### src/rtl/divide.sv
// Sequential signed fixed-point divider: result = a/b with FRAC_W fractional bits,
// restoring shift-subtract, one quotient bit per cycle. Define DIVIDE_ROUND_EN for half-up rounding.
module divide #(
  parameter int DATA_W = 16,
  parameter int FRAC_W = 14
) (
  input  logic                     i_clk,
  input  logic                     i_rst,
  input  logic signed [DATA_W-1:0] a,
  input  logic signed [DATA_W-1:0] b,
  input  logic                     en,
  output logic                     fin,
  output logic signed [DATA_W-1:0] result
);

  localparam int MAG_W = DATA_W + 1;
  localparam int REM_W = MAG_W + 1;
  localparam int QW    = DATA_W + FRAC_W;
  localparam int CNT_W = $clog2(QW + 1);

  localparam logic [CNT_W-1:0] LAST_ITER = CNT_W'(QW);
  localparam logic [QW:0]      POS_LIM   = (QW+1)'((64'd1 << (DATA_W-1)) - 64'd1);
  localparam logic [QW:0]      NEG_LIM   = (QW+1)'(64'd1 << (DATA_W-1));

  typedef enum logic [1:0] {
    IDLE = 2'd0,
    CALC = 2'd1,
    DONE = 2'd2
  } state_t;

  state_t           state;
  logic             neg;
  logic [MAG_W-1:0] b_mag;
  logic [REM_W-1:0] rem;
  logic [QW-1:0]    quo;
  logic [CNT_W-1:0] count;

  // Operand magnitudes are one bit wider than the inputs so |-2^(DATA_W-1)| fits.
  logic signed [MAG_W-1:0] a_ext, b_ext;
  logic [MAG_W-1:0]        a_mag, b_mag_in;

  always_comb begin
    a_ext    = {a[DATA_W-1], a};
    b_ext    = {b[DATA_W-1], b};
    a_mag    = a_ext[MAG_W-1] ? MAG_W'(-a_ext) : MAG_W'(a_ext);
    b_mag_in = b_ext[MAG_W-1] ? MAG_W'(-b_ext) : MAG_W'(b_ext);
  end

  // One restoring step: bring down the next dividend bit, subtract if it fits.
  logic [REM_W-1:0] rem_shift, b_wide, rem_next;
  logic             fits;
  logic [QW-1:0]    quo_next;

  always_comb begin
    rem_shift = {rem[REM_W-2:0], quo[QW-1]};
    b_wide    = REM_W'(b_mag);
    fits      = (rem_shift >= b_wide);
    rem_next  = fits ? (rem_shift - b_wide) : rem_shift;
    quo_next  = {quo[QW-2:0], fits};
  end

  // Final magnitude, optional rounding, then sign and saturation.
  logic                    round_up;
  logic [QW:0]             mag_final;
  logic signed [DATA_W-1:0] result_next;

  always_comb begin
`ifdef DIVIDE_ROUND_EN
    round_up = ({rem, 1'b0} >= (REM_W+1)'(b_mag));
`else
    round_up = 1'b0;
`endif
    mag_final = {1'b0, quo} + (QW+1)'(round_up);
    if (!neg) begin
      if (mag_final > POS_LIM)
        result_next = DATA_W'(POS_LIM);
      else
        result_next = DATA_W'(mag_final);
    end else begin
      if (mag_final > NEG_LIM)
        result_next = DATA_W'(NEG_LIM);
      else
        result_next = -DATA_W'(mag_final);
    end
  end

  // NOTE: state registers use non-blocking assignments so every flop samples
  // pre-edge values; blocking here would create order-dependent simulation races.
  always_ff @(posedge i_clk or posedge i_rst) begin
    if (i_rst) begin
      state  <= IDLE;
      neg    <= 1'b0;
      b_mag  <= '0;
      rem    <= '0;
      quo    <= '0;
      count  <= '0;
      fin    <= 1'b0;
      result <= '0;
    end else begin
      fin <= 1'b0;
      case (state)
        IDLE: begin
          if (en) begin
            neg   <= a[DATA_W-1] ^ b[DATA_W-1];
            b_mag <= b_mag_in;
            rem   <= '0;
            quo   <= QW'({a_mag, {FRAC_W{1'b0}}});
            count <= '0;
            state <= CALC;
          end
        end
        CALC: begin
          // QW iteration cycles, then one finalize cycle that loads result.
          if (count != LAST_ITER) begin
            rem   <= rem_next;
            quo   <= quo_next;
            count <= count + CNT_W'(1);
          end else begin
            result <= result_next;
            fin    <= 1'b1;
            state  <= DONE;
          end
        end
        DONE: begin
          state <= IDLE;
        end
        default: begin
          state <= IDLE;
        end
      endcase
    end
  end

endmodule

### config.mk
export PLATFORM = sky130hd
export DESIGN_NAME = divide
export DESIGN_NICKNAME = d
export VERILOG_FILES = /design/src/rtl/divide.sv
export SDC_FILE = /design/constraint.sdc
export NUM_CORES = 1
export LEC_CHECK = 0
export BUFFER_PORTS_ARGS = -buffer_cell sky130_fd_sc_hd__buf_2
export CAP_MARGIN = 30
export CORE_UTILIZATION = 53
export CTS_BUF_LIST = sky130_fd_sc_hd__clkbuf_4 sky130_fd_sc_hd__clkbuf_8
export DETAILED_ROUTE_END_ITERATION = 7
export GPL_ROUTABILITY_DRIVEN = 0
export HOLD_SLACK_MARGIN = 0.02
export PLACE_DENSITY = 0.72
export SYNTH_ARGS = -nofsm -noshare
export SYNTH_HDL_FRONTEND = slang
export SYNTH_SLANG_ARGS = --single-unit
### constraint.sdc
create_clock -name i_clk -period 6.2 [get_ports i_clk]
set_clock_uncertainty 0.1 [all_clocks]
set_input_delay 0.31 -clock i_clk [delete_from_list [all_inputs] [get_ports i_clk]]
set_output_delay 0.31 -clock i_clk [all_outputs]
set_load 0.1 [all_outputs]
# == Word level (Yosys, flattened, before mapping) ==
# Cells that the tools add are included.
# totals
wordCells,49
in_bits,35
output_inout_bits,17
reg_bits,89
# op_classes
n_mux,20
eq_ne,5
addsub,5
magnitude_cmp,3
n_bitwise,2
n_reduce_logical,6
# op_table
operator,count
17-bit two-way mux,4
16-bit two-way mux,4
30-bit two-way mux,2
30-bit one-hot mux with 2 select lines,1
17-bit one-hot mux with 2 select lines,1
16-bit negator,2
"30-bit by 15-bit > comparator with 1-bit output, second input constant",1
"30-bit by 16-bit > comparator with 1-bit output, second input constant",1
18-bit by 17-bit greater-or-equal comparator with 1-bit output,1
16-bit negator with 17-bit output,1
17-bit subtractor,1
5-bit two-way mux,2
5-bit one-hot mux with 2 select lines,1
"2-bit inequality test, second input constant",3
2-bit AND reduction,3
"5-bit by 1-bit adder with 5-bit output, second input constant",1
"5-bit inequality test, second input constant",1
2-bit two-way mux,2
2-bit one-hot mux with 2 select lines,1
3-bit AND reduction,1
"2-bit by 1-bit equality test with 1-bit output, second input constant",1
2-bit logical NOT,1
1-bit two-way mux,2
2-bit nonzero test,1
2 further kinds,2

# == Longest topological paths before layout ==
# Gate-level depths: netlist of run 1.
# logic_depth
ltp_word,4
ltp_mapped,11
mapped_depth_nobuf,10

# == Least setup slack after synthesis of run 1 ==
# No wires, ideal clock.
# synth_path
path_type,register -> register
start,register quo[29]
end,register rem[13]
arrival_time_ns,2.353
setup_slack_ns,3.678
stages_incl_launch_ff,11
path_buffers,0
synth_period_minus_slack_ns,2.522
setup_ns,0.069
t_required_ns,6.031
cell_sequence,dfrtp_1 > inv_1 > ha_1 > fa_1 > nand2b_1 > a21oi_1 > o21ai_2 > a31oi_2 > a2111oi_4 > or4_1 > nand3_1
# synth_between
elab_chain_cells,4
elab_cells_between_ends,5
classes_between,1 x add/sub; 1 x order compare; 3 x mux
# synth_rtl
item,line,source
"start, declared",35,logic [QW-1:0] quo;
"start signal, assigned",107,"quo <= QW'({a_mag, {FRAC_W{1'b0}}});"
"start signal, assigned",116,quo <= quo_next;
17-bit subtractor / 18-bit by 17-bit greater-or-equal comparator with 1-bit output (equally long branches),"58, 57",
17-bit two-way mux *,58,rem_next = fits ? (rem_shift - b_wide) : rem_shift;
17-bit two-way mux *,114,if (count != LAST_ITER) begin
17-bit one-hot mux with 2 select lines *,101,case (state)
"end signal, assigned",115,rem <= rem_next;
"end, declared",34,logic [REM_W-1:0] rem;
# Mark *: on every way between the ends. The rest lies on a longest branch, timed or not. The select of a mux whose other input is x is not followed.
# A chain may end at the register's enable or synchronous reset.

# == Final worst setup path of run 1 ==
# layout_path
start,register quo[29]
end,register rem[7]
# The elaborated chain is that of the path after synthesis.

==> report_table.html, run 1 <==
<table>
<tr><th>Metric</th><th>Value</th></tr>
<tr><th colspan="2">Synth</th></tr>
<tr><td>Count of unique library cells instantiated by Yosys</td><td>69</td></tr>
<tr><td>Prevailing post-synth register cell</td><td>sky130_fd_sc_hd__dfrtp_1</td></tr>
<tr><td>Post-Synthesis Net Count</td><td>around 710</td></tr>
<tr><td>Warnings, synthesis</td><td>0</td></tr>
<tr><td>Number of enable-type register cells in the synthesized netlist</td><td>0</td></tr>
<tr><td>Cells after synthesis</td><td>653</td></tr>
<tr><td>Most frequent cell after synthesis</td><td>sky130_fd_sc_hd__nand2_1</td></tr>
<tr><td>Share of synthesized flip-flops with an asynchronous set or reset</td><td>100%</td></tr>
<tr><td>Post-Syn Area per Cell</td><td>around 8.6 sq um</td></tr>
<tr><td>Top cell type by total area after synthesis</td><td>sky130_fd_sc_hd__dfrtp_1</td></tr>
<tr><td>Area fraction of the dominant cell type after synthesis</td><td>between 30% and 40%</td></tr>
<tr><td>Post-synth top cells</td><td>106 x sky130_fd_sc_hd__nand2_1, 89 x sky130_fd_sc_hd__dfrtp_1, 55 x sky130_fd_sc_hd__o21ai_0, 44 x sky130_fd_sc_hd__nand3_1, 32 x sky130_fd_sc_hd__xor2_1</td></tr>
<tr><td>Seq cells post-synth</td><td>between 80 and 90</td></tr>
<tr><td>Fraction of the yosys area taken by sequential cells</td><td>39.7%</td></tr>
<tr><td>Synth Cell Area</td><td>roughly 5600 sq um</td></tr>
<tr><td>Synth area leaders</td><td>sky130_fd_sc_hd__dfrtp_1 40%, sky130_fd_sc_hd__nand2_1 7.1%, sky130_fd_sc_hd__xor2_1 5.0%</td></tr>
<tr><th colspan="2">Worst setup path</th></tr>
<tr><td>Arrival time reported for the critical path endpoint</td><td>3.04 ns</td></tr>
<tr><td>FF-to-FF setup slack</td><td>3.27 ns</td></tr>
<tr><td>Critical path, cell by cell</td><td>inv_1 &gt; ha_1 &gt; fa_1 &gt; nand2b_1 &gt; a21oi_1 &gt; o21ai_2 &gt; a31oi_2 &gt; a2111oi_4 &gt; buf_4 &gt; mux2i_1 &gt; o21ai_1</td></tr>
<tr><td>Number of cells on the critical path</td><td>11</td></tr>
<tr><td>Crit path required time</td><td>between 6 and 7 ns</td></tr>
<tr><td>FF-to-FF Start</td><td>quo[29]$_DFFE_PP0P_</td></tr>
<tr><td>Critical Path Fanout Max</td><td>30</td></tr>
<tr><td>Worst R2R Path Depth</td><td>11</td></tr>
<tr><td>Kind of end point of the critical path</td><td>flop</td></tr>
<tr><td>Worst setup startpoint</td><td>quo[29]$_DFFE_PP0P_</td></tr>
<tr><td>Startpoint type of the worst setup path</td><td>flop</td></tr>
<tr><td>Dominant delay contributor by cell family on the critical path</td><td>compound AO/OA/AOI/OAI gates</td></tr>
<tr><td>CP max stage delay</td><td>approximately 0.47 ns</td></tr>
<tr><td>Setup CP Type</td><td>reg2reg</td></tr>
<tr><td>Worst r2r dst</td><td>rem[7]$_DFFE_PP0P_</td></tr>
<tr><td>Slowest-stage cell, CP</td><td>sky130_fd_sc_hd__a2111oi_4</td></tr>
<tr><td>Critical path buffer and inverter count</td><td>2</td></tr>
<tr><th colspan="2">Clock tree</th></tr>
<tr><td>Number of buffers on the longest clock path</td><td>2</td></tr>
<tr><td>Depth of the CTS H-tree</td><td>3</td></tr>
<tr><td>Clock-pin transition on the worst setup and hold timing paths</td><td>0.09 ns</td></tr>
<tr><td>CTS Root Cell</td><td>sky130_fd_sc_hd__clkbuf_8</td></tr>
<tr><td>Number of CTS-inserted buffers</td><td>9</td></tr>
<tr><td>Number of sinks on the clock net</td><td>89</td></tr>
<tr><td>Number of gates given a new drive strength after cts</td><td>0</td></tr>
<tr><td>Clock latency of the later-clocked register in the worst-skew pair</td><td>approximately 0.36 ns</td></tr>
<tr><td>Clock tree from TritonCTS</td><td>built</td></tr>
<tr><th colspan="2">Placement</th></tr>
<tr><td>Half-perimeter wire length after detailed placement</td><td>8770 microns</td></tr>
<tr><td>Number of port buffers</td><td>51</td></tr>
<tr><th colspan="2">Floorplan</th></tr>
<tr><td>Top-level I/O count</td><td>52</td></tr>
<tr><td>Cell Rows</td><td>37</td></tr>
<tr><td>Die extent in x</td><td>105 microns</td></tr>
<tr><td>Die footprint</td><td>approximately 11000 sq um</td></tr>
<tr><td>Effective utilization at floorplan</td><td>54.6%</td></tr>
<tr><td>Area inside the core boundary</td><td>10300 sq um</td></tr>
<tr><td>Die height</td><td>105 microns</td></tr>
<tr><th colspan="2">Routing</th></tr>
<tr><td>Routed via count</td><td>4878</td></tr>
<tr><td>Pre-antenna DRT Iters</td><td>5</td></tr>
<tr><td>Post-route antenna net violation count</td><td>0</td></tr>
<tr><td>Sum of routed wire length over all layers</td><td>between 10000 and 15000 microns</td></tr>
<tr><td>Routed wirelength normalized by instance count</td><td>14.5 microns</td></tr>
<tr><td>Violation count after the first detailed-route iteration</td><td>319</td></tr>
<tr><td>Via count normalized by instance count</td><td>5.88</td></tr>
<tr><td>Number of design rule violations left after detail routing</td><td>0</td></tr>
<tr><th colspan="2">Layout</th></tr>
<tr><td>Area growth from synthesis to final layout</td><td>10.0%</td></tr>
<tr><td>Share of cells above drive strength 1</td><td>a little over an eighth</td></tr>
<tr><td>Number of antenna diodes</td><td>0</td></tr>
<tr><td>NumNets Final</td><td>747</td></tr>
<tr><th colspan="2">Hold path</th></tr>
<tr><td>Hold Startpoint</td><td>b[14]</td></tr>
<tr><td>Hold Path Cell Cnt</td><td>4</td></tr>
<tr><td>Type of the most critical hold path</td><td>in2reg</td></tr>
<tr><td>Hold EP</td><td>b_mag[15]$_DFFE_PP0P_</td></tr>
<tr><th colspan="2">Pwr</th></tr>
<tr><td>VDD IR-drop max</td><td>0.000275 V</td></tr>
<tr><td>Static Leakage</td><td>approximately 2.8 nW</td></tr>
<tr><td>Cell area power density</td><td>599 nW/um^2</td></tr>
<tr><th colspan="2">Timing</th></tr>
<tr><td>Final Hold Slack</td><td>roughly 0.15 ns</td></tr>
<tr><td>Ratio of final minimum period to clock period</td><td>a little under half</td></tr>
<tr><td>Setup TNS</td><td>0 ns</td></tr>
<tr><td>Pins over their slew limit</td><td>0</td></tr>
<tr><td>Worst Max-Slew Pin Slew</td><td>between 0.8 and 0.9 ns</td></tr>
<tr><td>Final setup fails</td><td>0</td></tr>
<tr><td>Peak Freq</td><td>0.342 GHz</td></tr>
<tr><td>Final Hold Viols</td><td>0</td></tr>
<tr><td>Final Critical Period</td><td>2.93 ns</td></tr>
<tr><td>Normalized max-slew margin</td><td>41.1%</td></tr>
<tr><td>RSZ-0062 raised after global routing</td><td>no</td></tr>
<tr><th colspan="2">Global route</th></tr>
<tr><td>Number of global-route vias before repair</td><td>between 4000 and 5000</td></tr>
<tr><td>Overall fraction of global-route tracks in use</td><td>~23%</td></tr>
<tr><td>Remaining global-route overflow</td><td>0</td></tr>
<tr><td>Largest net degree at the start of global routing</td><td>73</td></tr>
<tr><td>Antenna violations before repair</td><td>0</td></tr>
<tr><td>Wire length of the first global-routing pass</td><td>20800 microns</td></tr>
<tr><th colspan="2">Run</th></tr>
<tr><td>Total of max-cap violations</td><td>0</td></tr>
<tr><th colspan="2">Status</th></tr>
<tr><td>Result of the run</td><td>completed</td></tr>
</table>
## layout make-up
class                   instances  area, sq um
well taps                     136          170
flip-flops and latches         89         2230
inverters                      32          121
fillers                       951         4110
clock inverters                 7         83.8
repair buffers                 60          365
clock buffers                   9          124
multi-input cells             497         3080
## routing by layer
layer	track usage, %	vias up	part of all wire (%)
li1	-	2412	-
met1	32.5	2296	47
met2	36.5	145	46
met3	3.81	25	4.8
met4	8.15	0	1.9
met5	0	-	0
## worst reg2reg max path: cells and delay by family (launching register included)
family	cells	cell delay, ns
compound gates	5	1.06
simple gates	1	0.14
fa+ha+maj	2	0.39
mux	1	0.23
flops	1	0.40
buf+inv	2	0.47
## registers in the layout, indices dropped and copies added, names as in the netlist
signal  flops
quo        30
b_mag      17
rem        17
result     16
count       5
state       2
fin         1
neg         1
## cells in the final DEF (no fill, tap or decap), types with 10 or more instances in the layout
master	synthesis	layout
sky130_fd_sc_hd__o31ai_1	11	11
sky130_fd_sc_hd__ha_1	22	22
sky130_fd_sc_hd__nor2_1	31	30
sky130_fd_sc_hd__o21ai_0	55	55
sky130_fd_sc_hd__nand3_1	44	44
sky130_fd_sc_hd__o21ai_1	14	14
sky130_fd_sc_hd__xnor2_1	10	10
sky130_fd_sc_hd__buf_2	3	51
sky130_fd_sc_hd__a22oi_1	12	12
sky130_fd_sc_hd__dfrtp_1	89	89
sky130_fd_sc_hd__nor3_1	10	10
sky130_fd_sc_hd__a21oi_1	31	31
sky130_fd_sc_hd__inv_1	30	29
sky130_fd_sc_hd__xor2_1	32	32
sky130_fd_sc_hd__nand2_1	106	106
## report_power, final
group          internal, W  leakage, nW  switching, W
combinational     0.000775         1.56       0.00140
sequential        0.000857         1.13      0.000251
clock             0.000194        0.103      0.000223
total              0.00183         2.80       0.00187
## how the worst max path moves through the flow
stage          slack [ns]              endpoint
2_1_floorplan        3.48  b_mag[0]$_DFFE_PP0P_
3_3_place_gp         3.22    quo[1]$_DFFE_PP0P_
3_5_place_dp         3.28    rem[7]$_DFFE_PP0P_
4_1_cts              3.25    rem[2]$_DFFE_PP0P_
5_1_grt              3.02    rem[7]$_DFFE_PP0P_
6_report             3.27    rem[7]$_DFFE_PP0P_
## cells by family (layout without fill, tap and decap cells)
logic type / count (synthesis) / count (layout) / synth area share, %
AND/OR/NAND/NOR: 248 / 248 / 21.5
AO/OA/AOI/OAI: 179 / 179 / 20.6
flip-flops: 89 / 89 / 39.7
buffers and inverters: 67 / 108 / 5.44
XOR/XNOR: 42 / 42 / 6.56
adder cells (fa/ha/maj): 23 / 23 / 5.27
multiplexers: 5 / 5 / 0.892
## through the flow
step | instance area (sq um) | setup slack (ns) | cells | util (%) | power (W)
after floorplan | 5610 | 3.48 | 653 | - | 0.00285
after global placement | 5890 | 3.22 | 810 | 57.3 | 0.00319
after detailed placement | 5950 | 3.28 | 813 | 57.9 | 0.00326
after CTS | 6170 | 3.25 | 830 | 60.0 | 0.00370
after global routing | 6170 | 3.02 | 830 | 60.0 | 0.00401
final | 6170 | 3.27 | 830 | 60.0 | 0.00370
## timing repair
action / in CTS / in global routing
hold endpoints to repair: 17 / 0
hold buffers: 1 / 0
setup buffers: 0 / 0
(Power assumes the default switching activity.)
==> run 2: changes to the inputs <==
==> constraint.sdc (replaced) <==
create_clock -name i_clk -period 3.1 [get_ports i_clk]
set_clock_uncertainty 0.1 [all_clocks]
set_input_delay 0.155 -clock i_clk [delete_from_list [all_inputs] [get_ports i_clk]]
set_output_delay 0.155 -clock i_clk [all_outputs]
set_load 0.1 [all_outputs]
==> run 2 against run 1 <==
  * Clock-buffer cell count rose by 1
  * Core utilization up 1.0 points
  * Die area is the same
  * Non-clock buffer count grew 16
  * Critical path depth is 1 lower
  * Register-to-register slack got worse by 3.0 ns
  * Sequential power rose by 100%
  * Clock power rose by 100%
  * Sequential share of layout area down 0.62 points
  * Worst setup slack got worse by 3.0 ns
  * Combinational power grew 100%
  * Critical endpoint unchanged
==> report_table.html, run 2 (same netlist as run 1, synthesis figures left out) <==
<table>
<tr><th>Metric</th><th>Value</th></tr>
<tr><th colspan="2">Clock tree</th></tr>
<tr><td>Post-CTS setup buffer count</td><td>0 (unchanged)</td></tr>
<tr><td>Number of buffers on the longest clock path</td><td>2 (unchanged)</td></tr>
<tr><td>Clock latency of the later-clocked register in the worst-skew pair</td><td>0.37 ns (about the same)</td></tr>
<tr><td>Clock tree from TritonCTS</td><td>built</td></tr>
<tr><td>CTS Root Cell</td><td>sky130_fd_sc_hd__clkbuf_8</td></tr>
<tr><td>Clock-pin transition on the worst setup and hold timing paths</td><td>0.09 ns (about the same)</td></tr>
<tr><td>Number of sinks on the clock net</td><td>89 (unchanged)</td></tr>
<tr><td>Depth of the CTS H-tree</td><td>3 (unchanged)</td></tr>
<tr><td>Number of CTS-inserted buffers</td><td>9 (unchanged)</td></tr>
<tr><th colspan="2">Timing</th></tr>
<tr><td>Normalized max-slew margin</td><td>41.1% (about the same)</td></tr>
<tr><td>Ratio of final minimum period to clock period</td><td>89.7% (+43 points)</td></tr>
<tr><td>Setup ws final</td><td>0.318 ns (-2.96 ns)</td></tr>
<tr><td>Final Hold Viols</td><td>0 (unchanged)</td></tr>
<tr><td>Peak Freq</td><td>0.359 GHz (+5.2%)</td></tr>
<tr><td>RSZ-0062 raised after global routing</td><td>no</td></tr>
<tr><td>Pins over their slew limit</td><td>0 (unchanged)</td></tr>
<tr><td>Final setup fails</td><td>0 (unchanged)</td></tr>
<tr><td>Worst Max-Slew Pin Slew</td><td>0.883 ns (+0.00167 ns)</td></tr>
<tr><td>Final Critical Period</td><td>2.78 ns (-0.145 ns)</td></tr>
<tr><td>Setup TNS</td><td>0 ns (unchanged)</td></tr>
<tr><th colspan="2">Floorplan</th></tr>
<tr><td>Die extent in x</td><td>105 microns (unchanged)</td></tr>
<tr><td>Top-level I/O count</td><td>52 (unchanged)</td></tr>
<tr><td>Die height</td><td>105 microns (unchanged)</td></tr>
<tr><td>Die footprint</td><td>11000 sq um (unchanged)</td></tr>
<tr><td>Effective utilization at floorplan</td><td>54.6% (unchanged)</td></tr>
<tr><td>Cell Rows</td><td>37 (unchanged)</td></tr>
<tr><td>Area inside the core boundary</td><td>10300 sq um (unchanged)</td></tr>
<tr><th colspan="2">Pwr</th></tr>
<tr><td>VDD IR-drop max</td><td>0.000531 V (+93%)</td></tr>
<tr><td>Cell area power density</td><td>1180 nW/um^2 (+97%)</td></tr>
<tr><td>Static Leakage</td><td>2.85 nW (+2.0%)</td></tr>
<tr><td>Power consumption</td><td>0.00742 W (+100%)</td></tr>
<tr><th colspan="2">Worst setup path</th></tr>
<tr><td>Critical path buffer and inverter count</td><td>2 (unchanged)</td></tr>
<tr><td>Kind of end point of the critical path</td><td>flop</td></tr>
<tr><td>Critical Path Fanout Max</td><td>10 (-67%)</td></tr>
<tr><td>Critical path, cell by cell</td><td>inv_1 &gt; ha_1 &gt; a21oi_2 &gt; o21ai_1 &gt; nand3_1 &gt; nand2_1 &gt; a2111oi_4 &gt; buf_4 &gt; mux2i_1 &gt; o21ai_1</td></tr>
<tr><td>Dominant delay contributor by cell family on the critical path</td><td>compound AO/OA/AOI/OAI gates</td></tr>
<tr><td>Crit path required time</td><td>3.24 ns (-3.08 ns)</td></tr>
<tr><td>Slowest-stage cell, CP</td><td>sky130_fd_sc_hd__a2111oi_4</td></tr>
<tr><td>Startpoint type of the worst setup path</td><td>flop</td></tr>
<tr><td>CP most frequent cell</td><td>sky130_fd_sc_hd__o21ai_1</td></tr>
<tr><td>Arrival time reported for the critical path endpoint</td><td>2.93 ns (-0.11 ns)</td></tr>
<tr><td>CP max stage delay</td><td>0.64 ns (+0.17 ns)</td></tr>
<tr><td>Setup CP Type</td><td>reg2reg</td></tr>
<tr><th colspan="2">Layout</th></tr>
<tr><td>Number of antenna diodes</td><td>0 (unchanged)</td></tr>
<tr><td>Top register by number of flip-flops</td><td>quo</td></tr>
<tr><td>Total area of multi-input combinational cells</td><td>3080 sq um (unchanged)</td></tr>
<tr><td>Number of flip-flops in the largest register</td><td>30 (unchanged)</td></tr>
<tr><td>NumNets Final</td><td>763 (+2.1%)</td></tr>
<tr><td>Leading registers by flop count</td><td>quo: 30 flops, b_mag: 17 flops, rem: 17 flops</td></tr>
<tr><td>Most used cells in the layout excluding fill and tap cells</td><td>106 x sky130_fd_sc_hd__nand2_1, 89 x sky130_fd_sc_hd__dfrtp_1, 55 x sky130_fd_sc_hd__o21ai_0, 51 x sky130_fd_sc_hd__buf_2, 44 x sky130_fd_sc_hd__nand3_1</td></tr>
<tr><td>Share of cells above drive strength 1</td><td>13.8% (+0.26 points)</td></tr>
<tr><td>Number of filler instances in the final layout</td><td>952 (+0.11%)</td></tr>
<tr><td>Share of the core filled with cells</td><td>61.1% (+1.0 points)</td></tr>
<tr><td>Most common cell after layout, fill and taps aside</td><td>sky130_fd_sc_hd__nand2_1</td></tr>
<tr><td>Total area of sequential cells</td><td>2230 sq um (unchanged)</td></tr>
<tr><td>Area growth from synthesis to final layout</td><td>11.9%</td></tr>
<tr><th colspan="2">Global route</th></tr>
<tr><td>Wire length of the first global-routing pass</td><td>21800 microns (+4.9%)</td></tr>
<tr><td>Number of global-route vias before repair</td><td>4744 (+6.3%)</td></tr>
<tr><td>Remaining global-route overflow</td><td>0 (unchanged)</td></tr>
<tr><td>Overall fraction of global-route tracks in use</td><td>24.4% (+1.2 points)</td></tr>
<tr><td>Largest net degree at the start of global routing</td><td>48 (-34%)</td></tr>
<tr><td>Antenna violations before repair</td><td>0 (unchanged)</td></tr>
<tr><th colspan="2">Routing</th></tr>
<tr><td>Post-route antenna net violation count</td><td>0 (unchanged)</td></tr>
<tr><td>Routed via count</td><td>4907 (+0.59%)</td></tr>
<tr><td>Number of design rule violations left after detail routing</td><td>0 (unchanged)</td></tr>
<tr><td>Violation count after the first detailed-route iteration</td><td>299 (-6.3%)</td></tr>
<tr><td>Routed wirelength normalized by instance count</td><td>14.8 microns (+2.0%)</td></tr>
<tr><td>Via count normalized by instance count</td><td>5.80 (-1.3%)</td></tr>
<tr><td>Pre-antenna DRT Iters</td><td>7 (+2)</td></tr>
<tr><td>Sum of routed wire length over all layers</td><td>12500 microns (+4.0%)</td></tr>
<tr><th colspan="2">Placement</th></tr>
<tr><td>Number of port buffers</td><td>51 (unchanged)</td></tr>
<tr><td>Post-placement worst setup slack</td><td>0.278 ns (-3.00 ns)</td></tr>
<tr><td>Half-perimeter wire length after detailed placement</td><td>9170 microns (+4.6%)</td></tr>
<tr><th colspan="2">Hold path</th></tr>
<tr><td>Type of the most critical hold path</td><td>in2reg</td></tr>
<tr><th colspan="2">Status</th></tr>
<tr><td>Result of the run</td><td>completed</td></tr>
<tr><th colspan="2">Run</th></tr>
<tr><td>Total of max-cap violations</td><td>0 (unchanged)</td></tr>
</table>
run 2: cell count changes in the layout (fill, tap and decap cells not counted), sizes merged:
cell / before / now
inv: 34 / 33
buf: 59 / 63
clkbuf: 9 / 10
clkinv: 3 / 4
dlygate4sd3: 1 / 13
clkinvlp: 1 / 0
run 2: report_power, final:
part / total (W) / internal [W] / leakage (nW) / switching (W)
clock network: 0.000841 / 0.000394 / 0.105 / 0.000447
logic: 0.00436 / 0.00157 / 1.62 / 0.00280
registers: 0.00222 / 0.00171 / 1.13 / 0.000506
total: 0.00742 / 0.00368 / 2.85 / 0.00375
run 2: routing by layer:
| layer | routed length, microns | up-vias | track usage (%) | part of all wire (%) |
|---|---|---|---|---|
| li1 | - | 2439 | - | - |
| met1 | 5860 | 2340 | 32.2 | 47 |
| met2 | 6010 | 115 | 40.9 | 48 |
| met3 | 455 | 13 | 3.37 | 3.6 |
| met4 | 180 | 0 | 8.85 | 1.4 |
| met5 | 0 | - | 0 | 0 |
run 2: final timing paths:
path,startpoint,to,slack (ns),cells past startpoint
max,b_mag[13]$_DFFE_PP0P_,rem[7]$_DFFE_PP0P_,0.32,10
min,b[13],b_mag[13]$_DFFE_PP0P_,0.02,3
max reg2reg,b_mag[13]$_DFFE_PP0P_,rem[7]$_DFFE_PP0P_,0.32,10
min reg2reg,result[1]$_DFFE_PP0P_,result[1]$_DFFE_PP0P_,0.38,1
max in group asynchronous,i_rst,quo[27]$_DFFE_PP0P_,1.75,4
min in group asynchronous,i_rst,rem[2]$_DFFE_PP0P_,0.36,3
run 2: final cells by class:
| type | count | area share (%) |
|---|---|---|
| clock buffers | 10 | 2.09 |
| flip-flops and latches | 89 | 35.5 |
| well taps | 136 | 2.71 |
| repair buffers | 76 | 7.57 |
| clock inverters | 6 | 1.18 |
| inverters | 32 | 1.93 |
| multi-input cells | 497 | 49.0 |
run 2: per-stage QoR:
step	hold slack, ns	std cells	area [sq um]
after floorplan	0.238	653	5610
after global placement	0.234	817	5940
after detailed placement	0.232	817	5940
after CTS	0.0208	846	6280
after global routing	0.0388	846	6280
final	0.0230	846	6280
run 2: worst reg2reg max path, stage by stage, from the launching register on:
cell                        delay, ns
sky130_fd_sc_hd__dfrtp_1         0.37
sky130_fd_sc_hd__inv_1           0.06
sky130_fd_sc_hd__ha_1            0.42
sky130_fd_sc_hd__a21oi_2         0.22
sky130_fd_sc_hd__o21ai_1         0.12
sky130_fd_sc_hd__nand3_1         0.10
sky130_fd_sc_hd__nand2_1         0.09
sky130_fd_sc_hd__a2111oi_4       0.64
sky130_fd_sc_hd__buf_4           0.28
sky130_fd_sc_hd__mux2i_1         0.19
sky130_fd_sc_hd__o21ai_1         0.07
run 2: timing repair:
item / in CTS / in global routing
endpoints found under the hold margin: 57 / 0
gates resized for setup: 0 / 0
hold buffers: 13 / 0
endpoints found under the setup margin: 0 / 1
==> run 3: changes to the inputs <==
--- a/config.mk
+++ b/config.mk
@@ -5,14 +5,15 @@
 export SDC_FILE = /design/constraint.sdc
 export NUM_CORES = 1
 export LEC_CHECK = 0
+export ABC_AREA = 1
 export BUFFER_PORTS_ARGS = -buffer_cell sky130_fd_sc_hd__buf_2
 export CAP_MARGIN = 30
-export CORE_UTILIZATION = 53
+export CORE_UTILIZATION = 40
 export CTS_BUF_LIST = sky130_fd_sc_hd__clkbuf_4 sky130_fd_sc_hd__clkbuf_8
 export DETAILED_ROUTE_END_ITERATION = 7
 export GPL_ROUTABILITY_DRIVEN = 0
 export HOLD_SLACK_MARGIN = 0.02
-export PLACE_DENSITY = 0.72
+export SLEW_MARGIN = 20
 export SYNTH_ARGS = -nofsm -noshare
 export SYNTH_HDL_FRONTEND = slang
 export SYNTH_SLANG_ARGS = --single-unit
==> run 3 against run 2 <==
  * Global-route usage fell by 3.0 points
  * Power rose by 11%
  * Fmax rose by 18%
  * Synthesized cell count rose by 40%
  * Clock power rose by 12%
  * Combinational power rose by 19%
  * Core utilization fell by 14 points
  * Register-to-register slack improved by 0.43 ns
  * Sequential share of layout area fell by 4.2 points
  * Die area rose by 47%
==> report_table.html, run 3 <==
<table>
<tr><th>Metric</th><th>Value</th></tr>
<tr><th colspan="2">Global route</th></tr>
<tr><td>GR Layer Usage met1</td><td>31.2% (-1.0 points)</td></tr>
<tr><td>Overall fraction of global-route tracks in use</td><td>21.4% (-3.0 points)</td></tr>
<tr><td>Number of global-route vias before repair</td><td>5459 (+15%)</td></tr>
<tr><td>GR Util met2</td><td>32.5% (-8.3 points)</td></tr>
<tr><td>Antenna violations before repair</td><td>0 (unchanged)</td></tr>
<tr><td>Remaining global-route overflow</td><td>0 (unchanged)</td></tr>
<tr><td>Busiest metal layer after global routing</td><td>met2</td></tr>
<tr><td>Largest net degree at the start of global routing</td><td>43 (-10%)</td></tr>
<tr><td>Wire length of the first global-routing pass</td><td>27300 microns (+25%)</td></tr>
<tr><td>Met3 usage in global routing</td><td>3.85% (+0.48 points)</td></tr>
<tr><th colspan="2">Worst setup path</th></tr>
<tr><td>Dominant delay contributor by cell family on the critical path</td><td>simple AND/OR/NAND/NOR gates</td></tr>
<tr><td>Critical path buffer and inverter count</td><td>2 (unchanged)</td></tr>
<tr><td>Kind of end point of the critical path</td><td>flop</td></tr>
<tr><td>Arrival time reported for the critical path endpoint</td><td>2.53 ns (-0.40 ns)</td></tr>
<tr><td>Worst R2R Path Depth</td><td>14 (+4)</td></tr>
<tr><td>Setup CP Type</td><td>reg2reg</td></tr>
<tr><td>Crit path required time</td><td>3.28 ns (+0.04 ns)</td></tr>
<tr><td>Critical path, cell by cell</td><td>inv_1 &gt; ha_1 &gt; nand2_1 &gt; inv_2 &gt; nand2_1 &gt; nand2_1 &gt; nand2_1 &gt; nand2_1 &gt; nor2_4 &gt; nand2_8 &gt; nand2_2 &gt; nand2_1 &gt; nand2_1 &gt; nand2_1</td></tr>
<tr><td>CP most frequent cell</td><td>sky130_fd_sc_hd__nand2_1</td></tr>
<tr><td>Critical Path Fanout Max</td><td>18 (+8)</td></tr>
<tr><td>Number of cells on the critical path</td><td>14 (+4)</td></tr>
<tr><td>Startpoint type of the worst setup path</td><td>flop</td></tr>
<tr><td>CP max stage delay</td><td>0.37 ns (-0.27 ns)</td></tr>
<tr><td>Slowest-stage cell, CP</td><td>sky130_fd_sc_hd__dfrtp_1</td></tr>
<tr><th colspan="2">Run</th></tr>
<tr><td>Total of max-cap violations</td><td>0 (unchanged)</td></tr>
<tr><th colspan="2">Timing</th></tr>
<tr><td>Final setup fails</td><td>0 (unchanged)</td></tr>
<tr><td>Setup TNS</td><td>0 ns (unchanged)</td></tr>
<tr><td>RSZ-0062 raised after global routing</td><td>no</td></tr>
<tr><td>Final Hold Viols</td><td>0 (unchanged)</td></tr>
<tr><td>Worst Max-Slew Pin Slew</td><td>0.654 ns (-0.229 ns)</td></tr>
<tr><td>Pins over their slew limit</td><td>0 (unchanged)</td></tr>
<tr><td>Normalized max-slew margin</td><td>56.3% (+15 points)</td></tr>
<tr><td>Peak Freq</td><td>0.426 GHz (+18%)</td></tr>
<tr><td>Final Critical Period</td><td>2.35 ns (-0.432 ns)</td></tr>
<tr><td>Ratio of final minimum period to clock period</td><td>75.8% (-14 points)</td></tr>
<tr><th colspan="2">Synth</th></tr>
<tr><td>Fraction of the yosys area taken by sequential cells</td><td>35.6% (-4.1 points)</td></tr>
<tr><td>Post-Synthesis Net Count</td><td>973 (+37%)</td></tr>
<tr><td>Warnings, synthesis</td><td>0 (unchanged)</td></tr>
<tr><td>Cells after synthesis</td><td>915 (+40%)</td></tr>
<tr><td>Post-synth top cells</td><td>249 x sky130_fd_sc_hd__nand2_1, 122 x sky130_fd_sc_hd__inv_1, 109 x sky130_fd_sc_hd__nor2_1, 92 x sky130_fd_sc_hd__nand3_1, 89 x sky130_fd_sc_hd__dfrtp_1</td></tr>
<tr><td>Count of unique library cells instantiated by Yosys</td><td>42 (-39%)</td></tr>
<tr><td>Synth Cell Area</td><td>6260 sq um (+12%)</td></tr>
<tr><td>Number of enable-type register cells in the synthesized netlist</td><td>0 (unchanged)</td></tr>
<tr><td>Seq cells post-synth</td><td>89 (unchanged)</td></tr>
<tr><td>Synth area leaders</td><td>sky130_fd_sc_hd__dfrtp_1 36%, sky130_fd_sc_hd__nand2_1 15%, sky130_fd_sc_hd__nand3_1 7.4%</td></tr>
<tr><td>Area fraction of the dominant cell type after synthesis</td><td>35.6% (-4.1 points)</td></tr>
<tr><td>Most frequent cell after synthesis</td><td>sky130_fd_sc_hd__nand2_1</td></tr>
<tr><td>Post-Syn Area per Cell</td><td>6.84 sq um (-20%)</td></tr>
<tr><td>Top cell type by total area after synthesis</td><td>sky130_fd_sc_hd__dfrtp_1</td></tr>
<tr><td>Share of synthesized flip-flops with an asynchronous set or reset</td><td>100% (unchanged)</td></tr>
<tr><td>Prevailing post-synth register cell</td><td>sky130_fd_sc_hd__dfrtp_1</td></tr>
<tr><th colspan="2">Layout</th></tr>
<tr><td>Total area of multi-input combinational cells</td><td>3400 sq um (+11%)</td></tr>
<tr><td>Number of flip-flops in the largest register</td><td>30 (unchanged)</td></tr>
<tr><td>Total area of sequential cells</td><td>2230 sq um (unchanged)</td></tr>
<tr><td>Share of cells above drive strength 1</td><td>10.4% (-3.4 points)</td></tr>
<tr><td>Number of antenna diodes</td><td>0 (unchanged)</td></tr>
<tr><td>Leading registers by flop count</td><td>quo: 30 flops, b_mag: 17 flops, rem: 17 flops</td></tr>
<tr><td>Most common cell after layout, fill and taps aside</td><td>sky130_fd_sc_hd__nand2_1</td></tr>
<tr><td>Number of filler instances in the final layout</td><td>1594 (+67%)</td></tr>
<tr><td>Most used cells in the layout excluding fill and tap cells</td><td>249 x sky130_fd_sc_hd__nand2_1, 121 x sky130_fd_sc_hd__inv_1, 109 x sky130_fd_sc_hd__nor2_1, 92 x sky130_fd_sc_hd__nand3_1, 89 x sky130_fd_sc_hd__dfrtp_1</td></tr>
<tr><td>Top register by number of flip-flops</td><td>quo</td></tr>
<tr><td>Area growth from synthesis to final layout</td><td>13.8%</td></tr>
<tr><td>NumNets Final</td><td>1033 (+35%)</td></tr>
<tr><th colspan="2">Pwr</th></tr>
<tr><td>Seq pwr share</td><td>25.6% (-4.3 points)</td></tr>
<tr><td>Combinational share of power</td><td>63.0% (+4.2 points)</td></tr>
<tr><td>Power consumption</td><td>0.00822 W (+11%)</td></tr>
<tr><td>Sw Pwr</td><td>0.00434 W (+16%)</td></tr>
<tr><td>Fraction of power spent switching nets</td><td>52.8% (+2.3 points)</td></tr>
<tr><td>Relative contribution of the clock network to total power</td><td>11.5% (+0.2 points)</td></tr>
<tr><td>Cell area power density</td><td>1150 nW/um^2 (-2.5%)</td></tr>
<tr><td>Static Leakage</td><td>3.71 nW (+30%)</td></tr>
<tr><td>Internal Pwr Total</td><td>0.00388 W (+5.7%)</td></tr>
<tr><td>VDD IR-drop max</td><td>0.000403 V (-24%)</td></tr>
<tr><th colspan="2">Routing</th></tr>
<tr><td>Via count normalized by instance count</td><td>4.92 (-15%)</td></tr>
<tr><td>Violation count after the first detailed-route iteration</td><td>338 (+13%)</td></tr>
<tr><td>Number of design rule violations left after detail routing</td><td>0 (unchanged)</td></tr>
<tr><td>Pre-antenna DRT Iters</td><td>5 (-2)</td></tr>
<tr><td>Post-route antenna net violation count</td><td>0 (unchanged)</td></tr>
<tr><td>Sum of routed wire length over all layers</td><td>16200 microns (+29%)</td></tr>
<tr><td>Routed wirelength normalized by instance count</td><td>13.6 microns (-8.1%)</td></tr>
<tr><td>Routed via count</td><td>5854 (+19%)</td></tr>
<tr><th colspan="2">Clock tree</th></tr>
<tr><td>Clock latency of the later-clocked register in the worst-skew pair</td><td>0.38 ns (about the same)</td></tr>
<tr><td>CTS Root Cell</td><td>sky130_fd_sc_hd__clkbuf_8</td></tr>
<tr><td>Depth of the CTS H-tree</td><td>3 (unchanged)</td></tr>
<tr><td>Number of gates given a new drive strength after cts</td><td>0 (unchanged)</td></tr>
<tr><td>Post-CTS setup buffer count</td><td>0 (unchanged)</td></tr>
<tr><td>Number of CTS-inserted buffers</td><td>9 (unchanged)</td></tr>
<tr><td>Number of buffers on the longest clock path</td><td>2 (unchanged)</td></tr>
<tr><td>CTS Hold Buffers Added</td><td>19 (+6)</td></tr>
<tr><td>Clock tree from TritonCTS</td><td>built</td></tr>
<tr><td>Clock-pin transition on the worst setup and hold timing paths</td><td>0.09 ns (about the same)</td></tr>
<tr><td>Number of sinks on the clock net</td><td>89 (unchanged)</td></tr>
<tr><th colspan="2">Placement</th></tr>
<tr><td>Half-perimeter wire length after detailed placement</td><td>12100 microns (+32%)</td></tr>
<tr><td>Number of port buffers</td><td>51 (unchanged)</td></tr>
<tr><th colspan="2">Floorplan</th></tr>
<tr><td>Effective utilization at floorplan</td><td>41.0% (-14 points)</td></tr>
<tr><td>Die height</td><td>127 microns (+21%)</td></tr>
<tr><td>Top-level I/O count</td><td>52 (unchanged)</td></tr>
<tr><td>Die extent in x</td><td>127 microns (+21%)</td></tr>
<tr><td>Cell Rows</td><td>45 (+22%)</td></tr>
<tr><td>Die footprint</td><td>16200 sq um (+47%)</td></tr>
<tr><td>Area inside the core boundary</td><td>15300 sq um (+48%)</td></tr>
<tr><th colspan="2">Status</th></tr>
<tr><td>Result of the run</td><td>completed</td></tr>
<tr><th colspan="2">Hold path</th></tr>
<tr><td>Type of the most critical hold path</td><td>in2reg</td></tr>
<tr><td>Hold Path Cell Cnt</td><td>4 (+1)</td></tr>
</table>
==> run 3: cell count changes after synthesis, sizes merged, moves of 17 or more <==
cell    previous run  this run
nor2              31       116
nand2            107       255
inv               31       127
o21ai             70        41
nand3b             2        19
nand3             44        93
==> run 3: cells by family (layout without fill, tap and decap cells) <==
kind of cell	after synthesis	count (layout)	share of synthesized area (%)
simple gates	515	515	36.3
fa+ha+maj	23	23	4.72
xor+xnor	26	26	3.64
flops	89	89	35.6
buf+inv	157	222	10.1
compound gates	105	105	9.67
==> run 3: final timing paths <==
| kind | startpoint | endpoint | slack [ns] |
|---|---|---|---|
| setup reg to reg | b_mag[13]$_DFFE_PP0P_ | rem[16]$_DFFE_PP0P_ | 0.75 |
| min in group asynchronous | i_rst | result[14]$_DFFE_PP0P_ | 0.29 |
| hold reg to reg | b_mag[14]$_DFFE_PP0P_ | b_mag[14]$_DFFE_PP0P_ | 0.38 |
| setup / recovery | b_mag[13]$_DFFE_PP0P_ | rem[16]$_DFFE_PP0P_ | 0.75 |
| hold / removal | b[12] | b_mag[12]$_DFFE_PP0P_ | 0.02 |
| max in group asynchronous | i_rst | result[15]$_DFFE_PP0P_ | 1.95 |
==> run 3: power groups by stage <==
stage | Clock [W] | Combinational, W | Sequential (W)
6_report | 0.000942 | 0.00518 | 0.00210
5_1_grt | 0.00100 | 0.00590 | 0.00216
4_1_cts | 0.000966 | 0.00519 | 0.00210
3_5_place_dp | 0 | 0.00515 | 0.00212
3_3_place_gp | 0 | 0.00511 | 0.00211
2_1_floorplan | 0 | 0.00351 | 0.00267
==> run 3: cell type report <==
type / count / area share, %
inverter: 128 / 6.76
sequential: 89 / 31.3
clock inverter: 5 / 1.23
clock buffer: 11 / 2.04
timing repair buffer: 78 / 7.27
multi-input combinational: 669 / 47.7
tap: 211 / 3.71
==> run 3: metrics by stage <==
stage | setup WS, ns | instances | utilization, % | area (sq um) | hold WS [ns]
finish | 0.750 | 1191 | 46.7 | 7130 | 0.0250
global placement | 0.824 | 1156 | 43.9 | 6700 | 0.165
floorplan | 0.538 | 915 | - | 6260 | 0.200
CTS | 0.784 | 1191 | 46.7 | 7130 | 0.0237
global route | 0.547 | 1191 | 46.7 | 7130 | 0.0516
detailed placement | 0.794 | 1156 | 43.9 | 6700 | 0.166
==> run 3: worst reg2reg max path: stages, from the launching register on <==
cell	delay [ns]
sky130_fd_sc_hd__dfrtp_1	0.37
sky130_fd_sc_hd__inv_1	0.08
sky130_fd_sc_hd__ha_1	0.37
sky130_fd_sc_hd__nand2_1	0.14
sky130_fd_sc_hd__inv_2	0.05
sky130_fd_sc_hd__nand2_1	0.06
sky130_fd_sc_hd__nand2_1	0.06
sky130_fd_sc_hd__nand2_1	0.06
sky130_fd_sc_hd__nand2_1	0.08
sky130_fd_sc_hd__nor2_4	0.34
sky130_fd_sc_hd__nand2_8	0.18
sky130_fd_sc_hd__nand2_2	0.19
sky130_fd_sc_hd__nand2_1	0.07
sky130_fd_sc_hd__nand2_1	0.06
sky130_fd_sc_hd__nand2_1	0.04
==> run 3: metal layers <==
| layer | vias up | wire length [microns] |
|---|---|---|
| met4 | 0 | 230 |
| li1 | 3040 | - |
| met2 | 128 | 6900 |
| met3 | 18 | 750 |
| met5 | - | 0 |
| met1 | 2668 | 8300 |
